`src/rtl/mem_pkg.sv`:
```
// Shared definitions for the data-side memory path of the MIPS core.
//   ld_type_e  : 3-bit load codes (opcode[2:0])
//   lu_state_e : load-unit FSM states
//   is_legal_type / is_aligned : load request qualification helpers
package mem_pkg;

    localparam int unsigned ADDR_W = 32;
    localparam int unsigned DATA_W = 32;
    localparam int unsigned TYPE_W = 3;

    typedef enum logic [2:0] {
        LD_B  = 3'b000,
        LD_H  = 3'b001,
        LD_W  = 3'b011,
        LD_BU = 3'b100,
        LD_HU = 3'b101
    } ld_type_e;

    typedef enum logic [1:0] {
        IDLE = 2'd0,
        WAIT = 2'd1,
        DONE = 2'd2
    } lu_state_e;

    // Codes 010, 110 and 111 are reserved.
    function automatic logic is_legal_type(input logic [TYPE_W-1:0] t);
        case (t)
            LD_B, LD_H, LD_W, LD_BU, LD_HU: return 1'b1;
            default:                        return 1'b0;
        endcase
    endfunction

    // Natural alignment: words on 4 bytes, halfwords on 2, bytes anywhere.
    function automatic logic is_aligned(input logic [TYPE_W-1:0] t, input logic [1:0] a);
        case (t)
            LD_W:        return (a == 2'b00);
            LD_H, LD_HU: return (a[0] == 1'b0);
            default:     return 1'b1;
        endcase
    endfunction

endpackage

```
`src/rtl/load_unit_if.sv`:
```
// Word-aligned read port between the load unit and data memory.
//   mem_req   : read request, held until acknowledged
//   mem_addr  : word address (low two bits zero)
//   mem_ack   : one-cycle acknowledge, mem_rdata valid in the same cycle
//   mem_rdata : read word
interface load_unit_if;
    import mem_pkg::*;

    logic              mem_req;
    logic [ADDR_W-1:0] mem_addr;
    logic              mem_ack;
    logic [DATA_W-1:0] mem_rdata;

    modport master (output mem_req, mem_addr, input mem_ack, mem_rdata);
    modport slave  (input mem_req, mem_addr, output mem_ack, mem_rdata);

endinterface

```
`src/rtl/load_extract.sv`:
```
// Combinational little-endian byte/halfword select with sign/zero extension.
//   rdata    : word read from memory
//   a        : low address bits of the load
//   ld_type  : load code (ld_type_e)
//   result_c : extended load value
module load_extract
    import mem_pkg::*;
(
    input  logic [DATA_W-1:0] rdata,
    input  logic [1:0]        a,
    input  logic [TYPE_W-1:0] ld_type,
    output logic [DATA_W-1:0] result_c
);

    logic [7:0]  byte_sel;
    logic [15:0] half_sel;

    // Lane select; halfword lane ignores a[0] since it is aligned.
    always_comb begin
        byte_sel = rdata[{a, 3'b000} +: 8];
        half_sel = rdata[{a[1], 4'b0000} +: 16];
    end

    always_comb begin
        result_c = rdata;
        case (ld_type)
            LD_B:    result_c = {{24{byte_sel[7]}}, byte_sel};
            LD_H:    result_c = {{16{half_sel[15]}}, half_sel};
            LD_BU:   result_c = {24'h000000, byte_sel};
            LD_HU:   result_c = {16'h0000, half_sel};
            default: result_c = rdata;
        endcase
    end

endmodule

```
`src/rtl/load_unit.sv`:
```
// MEM-stage load controller: qualifies lb/lh/lw/lbu/lhu requests, issues a
// word-aligned read over a req/ack port, extends the result and stalls the
// pipeline until the load completes or is aborted.
//   clk, reset : clock, asynchronous active-low reset
//   ld_valid   : MEM stage holds a load
//   ld_type    : load code (opcode[2:0])
//   ld_addr    : byte address
//   stall      : combinational pipeline freeze
//   ld_data    : registered extended result
//   ld_done    : one-cycle success pulse
//   ld_err     : one-cycle abort pulse (misaligned, reserved type, timeout)
//   mem        : memory read port (master side)
module load_unit
    import mem_pkg::*;
#(
    parameter int unsigned TIMEOUT = 16
) (
    input  logic              clk,
    input  logic              reset,
    input  logic              ld_valid,
    input  logic [TYPE_W-1:0] ld_type,
    input  logic [ADDR_W-1:0] ld_addr,
    output logic              stall,
    output logic [DATA_W-1:0] ld_data,
    output logic              ld_done,
    output logic              ld_err,
    load_unit_if.master       mem
);

    localparam int unsigned CNT_W = (TIMEOUT > 1) ? $clog2(TIMEOUT) : 1;

    lu_state_e         state_q, state_d;
    logic [ADDR_W-1:0] addr_q, addr_d;
    logic [TYPE_W-1:0] type_q, type_d;
    logic              req_q, req_d;
    logic [DATA_W-1:0] data_q, data_d;
    logic              done_q, done_d;
    logic              err_q, err_d;
    logic [CNT_W-1:0]  cnt_q, cnt_d;
    logic [DATA_W-1:0] ext_c;

    load_extract u_extract (
        .rdata    (mem.mem_rdata),
        .a        (addr_q[1:0]),
        .ld_type  (type_q),
        .result_c (ext_c)
    );

    // State and registered outputs.
    always_ff @(posedge clk or negedge reset) begin
        if (!reset) begin
            state_q <= IDLE;
            addr_q  <= '0;
            type_q  <= '0;
            req_q   <= 1'b0;
            data_q  <= '0;
            done_q  <= 1'b0;
            err_q   <= 1'b0;
            cnt_q   <= '0;
        end else begin
            state_q <= state_d;
            addr_q  <= addr_d;
            type_q  <= type_d;
            req_q   <= req_d;
            data_q  <= data_d;
            done_q  <= done_d;
            err_q   <= err_d;
            cnt_q   <= cnt_d;
        end
    end

    // Next-state and next-output logic; done/err are pulses set only on entry to DONE.
    always_comb begin
        state_d = state_q;
        addr_d  = addr_q;
        type_d  = type_q;
        req_d   = req_q;
        data_d  = data_q;
        done_d  = 1'b0;
        err_d   = 1'b0;
        cnt_d   = cnt_q;
        case (state_q)
            IDLE: begin
                if (ld_valid) begin
                    if (is_legal_type(ld_type) && is_aligned(ld_type, ld_addr[1:0])) begin
                        state_d = WAIT;
                        addr_d  = ld_addr;
                        type_d  = ld_type;
                        req_d   = 1'b1;
                        cnt_d   = '0;
                    end else begin
                        state_d = DONE;
                        err_d   = 1'b1;
                    end
                end
            end
            WAIT: begin
                if (mem.mem_ack) begin
                    state_d = DONE;
                    data_d  = ext_c;
                    req_d   = 1'b0;
                    done_d  = 1'b1;
                end else if (cnt_q == CNT_W'(TIMEOUT - 1)) begin
                    state_d = DONE;
                    req_d   = 1'b0;
                    err_d   = 1'b1;
                end else begin
                    cnt_d = cnt_q + CNT_W'(1);
                end
            end
            DONE:    state_d = IDLE;
            default: state_d = IDLE;
        endcase
    end

    assign stall        = ld_valid && (state_q != DONE);
    assign ld_data      = data_q;
    assign ld_done      = done_q;
    assign ld_err       = err_q;
    assign mem.mem_req  = req_q;
    assign mem.mem_addr = {addr_q[ADDR_W-1:2], 2'b00};

endmodule

```
`src/flat_wrapper.sv`:
```
// flat-port wrapper written by rule: the top's interface ports become plain ports
module load_unit_flat import mem_pkg::*;
#(
    parameter int unsigned TIMEOUT = 16
)
  (clk, reset, ld_valid, ld_type, ld_addr, stall, ld_data, ld_done, ld_err, mem_mem_req, mem_mem_addr, mem_mem_ack, mem_mem_rdata);
  load_unit_if mem_i ();
  input  logic clk;
  input  logic reset;
  input  logic ld_valid;
  input  logic [TYPE_W-1:0] ld_type;
  input  logic [ADDR_W-1:0] ld_addr;
  output logic stall;
  output logic [DATA_W-1:0] ld_data;
  output logic ld_done;
  output logic ld_err;
  output wire logic [$bits(mem_i.mem_req)-1:0] mem_mem_req;
  output wire logic [$bits(mem_i.mem_addr)-1:0] mem_mem_addr;
  input wire logic [$bits(mem_i.mem_ack)-1:0] mem_mem_ack;
  input wire logic [$bits(mem_i.mem_rdata)-1:0] mem_mem_rdata;
  assign mem_mem_req = mem_i.mem_req;
  assign mem_mem_addr = mem_i.mem_addr;
  assign mem_i.mem_ack = mem_mem_ack;
  assign mem_i.mem_rdata = mem_mem_rdata;
  load_unit #(.TIMEOUT(TIMEOUT)) u_core (.clk(clk), .reset(reset), .ld_valid(ld_valid), .ld_type(ld_type), .ld_addr(ld_addr), .stall(stall), .ld_data(ld_data), .ld_done(ld_done), .ld_err(ld_err), .mem(mem_i));
endmodule
```
`config.mk`:
```
export PLATFORM = sky130hd
export DESIGN_NAME = load_unit_flat
export DESIGN_NICKNAME = d
export VERILOG_FILES = /design/src/rtl/mem_pkg.sv /design/src/rtl/load_unit_if.sv /design/src/rtl/load_extract.sv /design/src/rtl/load_unit.sv /design/src/flat_wrapper.sv
export SDC_FILE = /design/constraint.sdc
export NUM_CORES = 1
export LEC_CHECK = 0
export ABC_AREA = 1
export BUFFER_PORTS_ARGS = -buffer_cell sky130_fd_sc_hd__buf_2
export CAP_MARGIN = 10
export CORE_MARGIN = 2
export CORE_UTILIZATION = 39
export CTS_BUF_LIST = sky130_fd_sc_hd__clkbuf_16
export CTS_CLUSTER_SIZE = 30
export DETAILED_ROUTE_END_ITERATION = 12
export GPL_TIMING_DRIVEN = 0
export PLACE_DENSITY = 0.63
export SLEW_MARGIN = 20
export SYNTH_ARGS = -nofsm -noshare
export SYNTH_HDL_FRONTEND = slang
export SYNTH_SLANG_ARGS = --single-unit
```
`constraint.sdc`:
```
create_clock -name clk -period 1.9 [get_ports clk]
set_input_delay 0.19 -clock clk [delete_from_list [all_inputs] [get_ports clk]]
set_output_delay 0.19 -clock clk [all_outputs]
set_load 0.005 [all_outputs]
```
==> impl_metrics.csv <==
group,metric,value,unit
synthesis,synthTopCellsByArea,"dfrtp_1 (44%), nand2_1 (16%), inv_1 (6.2%), buf_4 (6.0%), nand3_1 (5.2%)",
floorplanning,initial_core_util,0.401,
floorplanning,core,0.0108,mm²
synthesis,synthSimpleGateAreaFrac,0.275,
place,dp_slack,0.485,ns
sta,finalWorstSetupSlack,0.470,ns
cells_and_area,syn2layout_area_growth,27.1,%
clocking,clk_latency,0.33,ns
global_routing,track_usage,0.193,
cells_and_area,fin_util,0.509,
worst_setup_path,ff2ff_setup_slack,0.47,ns
synthesis,synthAdderAreaFrac,0.00288,
min_path,min_from,"ld_addr[16]",
clocking,clk_pin_slew,0.06,ns
synthesis,ys_seq_area_frac,0.438,
global_routing,antenna_found_initial,0,
clocking,numCtsBuffers,9,
synthesis,synth-xor-area-share,0.00202,
sta,setup_violations,0,
sta,min_period_over_period,0.753,
synthesis,syn_inst,568,
sta,max_slew.worst_pin.slew,0.554,ns
pwr,cellPowerDensity,1510,mW/mm²
drt,drc,0,
status,run_status,"complete, no violations",
cells_and_area,fin_cells,863,
synthesis,synth_compound_area_frac,0.104,
worst_setup_path,critPathMaxStageDelay,0.37,ns
synthesis,ys_ff_latch,76,
drt,wl_per_cell,12.6,µm
pwr,pwr-share-seq,0.338,
sta,clock_skew,0.00439,ns
worst_setup_path,start_kind,"flip-flop",
synthesis,synth_area,0.00435,mm²
clocking,cts-root-buf,"clkbuf_16",
worst_setup_path,path_cells,"buf_6 > inv_2 > nand2_2 > inv_2 > buf_4 > nand3_1 > nand2_1 > nand2_1 > nand3_1 > nand2_1",
clocking,ctsHoldBuffers,1,
synthesis,synth_cell_types,30,
floorplanning,rows,38,
run,drv_cap,0,
pwr,irDropWorstVdd,0.000675,V
clocking,cts_max_level,3,
synthesis,syn_area_per_cell,7.65,µm²
global_routing,grt_pass1_wl,17.9,mm
cells_and_area,fin_nets,790,
synthesis,yosys_warnings,0,
min_path,whs_path_depth,3,
worst_setup_path,criticalPathCategory,"reg2reg",
place,dp_hpwl,8.42,mm
drt,vias_per_cell,4.58,
worst_setup_path,crit_family,"buffers and inverters",
global_routing,grt_max_degree,55,
worst_setup_path,arrival,1.65,ns
place,routabilityCongestion,0.921,
drt,drtIter0Drc,191,
drt,ant_nets,0,
global_routing,grt_pass1_vias,3796,
clocking,clock-sinks,76,
worst_setup_path,required,2.12,ns
pwr,netSwitchingFraction,0.369,
place,dpl.cell_count,846,
cells_and_area,n_fill_cell,1128,
sta,rsz0062_at_grt,"false",
floorplanning,die-area,0.0120,mm²
worst_setup_path,crit_fanout,10,
global_routing,grt_remaining_overflow,0,
synthesis,synth_mux_area_frac,0,
synthesis,synth_top_cell_by_area,"dfrtp_1",
clocking,post_cts_resized,0,
clocking,clockBufferDepth,2,
worst_setup_path,reg2reg_from,"u_core.type_q[0]$_DFFE_PN0P_",
drt,via_count,3951,
drt,totalWireLength,10.9,mm
floorplanning,num_io_pins,139,
clocking,cts_tree,"done",
min_path,worst_hold_path.endpoint,"u_core.addr_q[16]$_DFFE_PN0P_",
pwr,p_leak,3.17,nW
sta,setup_tns,0,ns
synthesis,yosys.area.top_type_share,0.438,
pwr,finalPower,8.34,mW
synthesis,synth_top_family_by_area,"simple AND/OR/NAND/NOR gates",
sta,max_freq,699,MHz
cells_and_area,drive_above_1_share,0.352,
worst_setup_path,reg2reg_depth,10,
worst_setup_path,cp-end-kind,"flip-flop",
clocking,post_cts_buffers,0,
pwr,power.switching,3.08,mW
worst_setup_path,cpMostUsedCell,"nand2_1",
sta,slew_headroom,0.631,
worst_setup_path,cp_slowest_cell,"dfrtp_1",
worst_setup_path,path_buf_inv,4,
sta,hold_viol,0,
pwr,pwr-share-comb,0.466,
drt,firstDrtPassIters,5,
min_path,hold_path.class,"in2reg",
place,port-buffer-count,136,
sta,slew_viol_final,0,
floorplanning,die_w,110,µm
pwr,pwr-share-clk,0.196,
sta,period_minus_slack,1.43,ns
floorplanning,die-height,110,µm
pwr,p_int,5.26,mW
worst_setup_path,r2r-end,"u_core.ld_data[1]$_DFFE_PN0P_",
==> synth_stat cells (all sizes together) <==
cell,count
a21boi,1
a21oi,36
buf,55
clkbuf,4
conb,1
dfrtp,76
ha,1
inv,79
nand2,189
nand3,46
nand3b,1
nor2,22
nor3b,1
o211ai,1
o21a,1
o21ai,36
or2,17
xor2,1
==> final cells by class <==
| class | instances | area (µm²) | area share |
|---|---|---|---|
| flip-flops and latches | 76 | 1900 | 0.344 |
| multi-input cells | 355 | 1670 | 0.303 |
| repair buffers | 138 | 721 | 0.130 |
| plain buffers | 59 | 472 | 0.0854 |
| inverters | 79 | 302 | 0.0546 |
| clock buffers | 9 | 225 | 0.0408 |
| well taps | 140 | 175 | 0.0317 |
| clock inverters | 6 | 50.0 | 0.00906 |
| diodes | 1 | 2.50 | 0.000453 |
==> through the flow <==
step	hold WS (ns)	area, µm²
after floorplan	-0.106	4350
after global placement	0.425	5200
after detailed placement	0.112	5240
after CTS	0.0701	5520
after global routing	0.0795	5520
final	0.0811	5520
==> layout by cell type, fill, tap and decap left out, types with 2 or more instances in the layout <==
cell type / netlist / layout
dfrtp_1: 76 / 76
a21oi_1: 18 / 18
buf_6: 15 / 15
a21oi_2: 18 / 18
clkbuf_16: 0 / 9
inv_4: 2 / 2
buf_4: 35 / 36
nor2_1: 18 / 18
o21ai_0: 9 / 9
conb_1: 1 / 2
o21ai_1: 27 / 27
or2_2: 15 / 15
nor2_2: 2 / 2
clkbuf_1: 4 / 4
nand2_1: 184 / 184
nor2_4: 2 / 2
nand2_4: 2 / 2
nand3_1: 45 / 45
inv_2: 5 / 5
buf_2: 5 / 140
nand2_2: 3 / 3
inv_1: 72 / 75
or2_1: 2 / 2
==> cell families after synthesis <==
logic type / Yosys count
simple gates: 276
buf+inv: 138
flops: 76
compound gates: 75
xor+xnor: 1
fa+ha+maj: 1
other cells: 1
==> how the worst max path moves through the flow <==
| stage | from | to | slack, ns | cells past startpoint |
|---|---|---|---|---|
| 2_1_floorplan | u_core.state_q[1]$_DFFE_PN0P_ | u_core.type_q[1]$_DFFE_PN0P_ | 0.65 | 7 |
| 3_3_place_gp | reset | u_core.addr_q[7]$_DFFE_PN0P_ | 0.12 | 1 |
| 3_5_place_dp | u_core.type_q[0]$_DFFE_PN0P_ | u_core.ld_data[2]$_DFFE_PN0P_ | 0.48 | 10 |
| 4_1_cts | u_core.type_q[0]$_DFFE_PN0P_ | u_core.ld_data[2]$_DFFE_PN0P_ | 0.47 | 10 |
| 5_1_grt | u_core.type_q[0]$_DFFE_PN0P_ | u_core.ld_data[2]$_DFFE_PN0P_ | 0.36 | 10 |
| 6_report | u_core.type_q[0]$_DFFE_PN0P_ | u_core.ld_data[1]$_DFFE_PN0P_ | 0.47 | 10 |
==> worst reg2reg max path: stages, from the launching register on <==
cell and delay [ns]:
dfrtp_1 0.37, buf_6 0.14, inv_2 0.10, nand2_2 0.07, inv_2 0.09, buf_4 0.17
nand3_1 0.08, nand2_1 0.11, nand2_1 0.06, nand3_1 0.08, nand2_1 0.05
==> metal layers <==
metal | GRT usage | routed length (µm) | part of all wire
met3 | 0.0462 | 900 | 0.083
met1 | 0.251 | 4840 | 0.44
met5 | 0 | 0 | 0
met4 | 0.0750 | 233 | 0.021
met2 | 0.309 | 4920 | 0.45
==> power groups by stage <==
stage	Sequential [mW]	Combinational, mW	Clock [mW]
floorplan	2.80	2.61	0
global placement	2.81	3.89	0
detailed placement	2.84	3.92	0
CTS	2.83	3.95	1.68
global route	2.91	4.43	1.74
finish	2.82	3.89	1.63
==> sequential cells by signal, indices dropped and copies added (netlist names) <==
name / cells
u_core.mem.mem_req: 1
u_core.ld_done: 1
u_core.state_q: 2
u_core.ld_err: 1
u_core.ld_data: 32
u_core.addr_q: 32
u_core.cnt_q: 4
u_core.type_q: 3
Note: power is estimated with default switching activity, not from simulation.
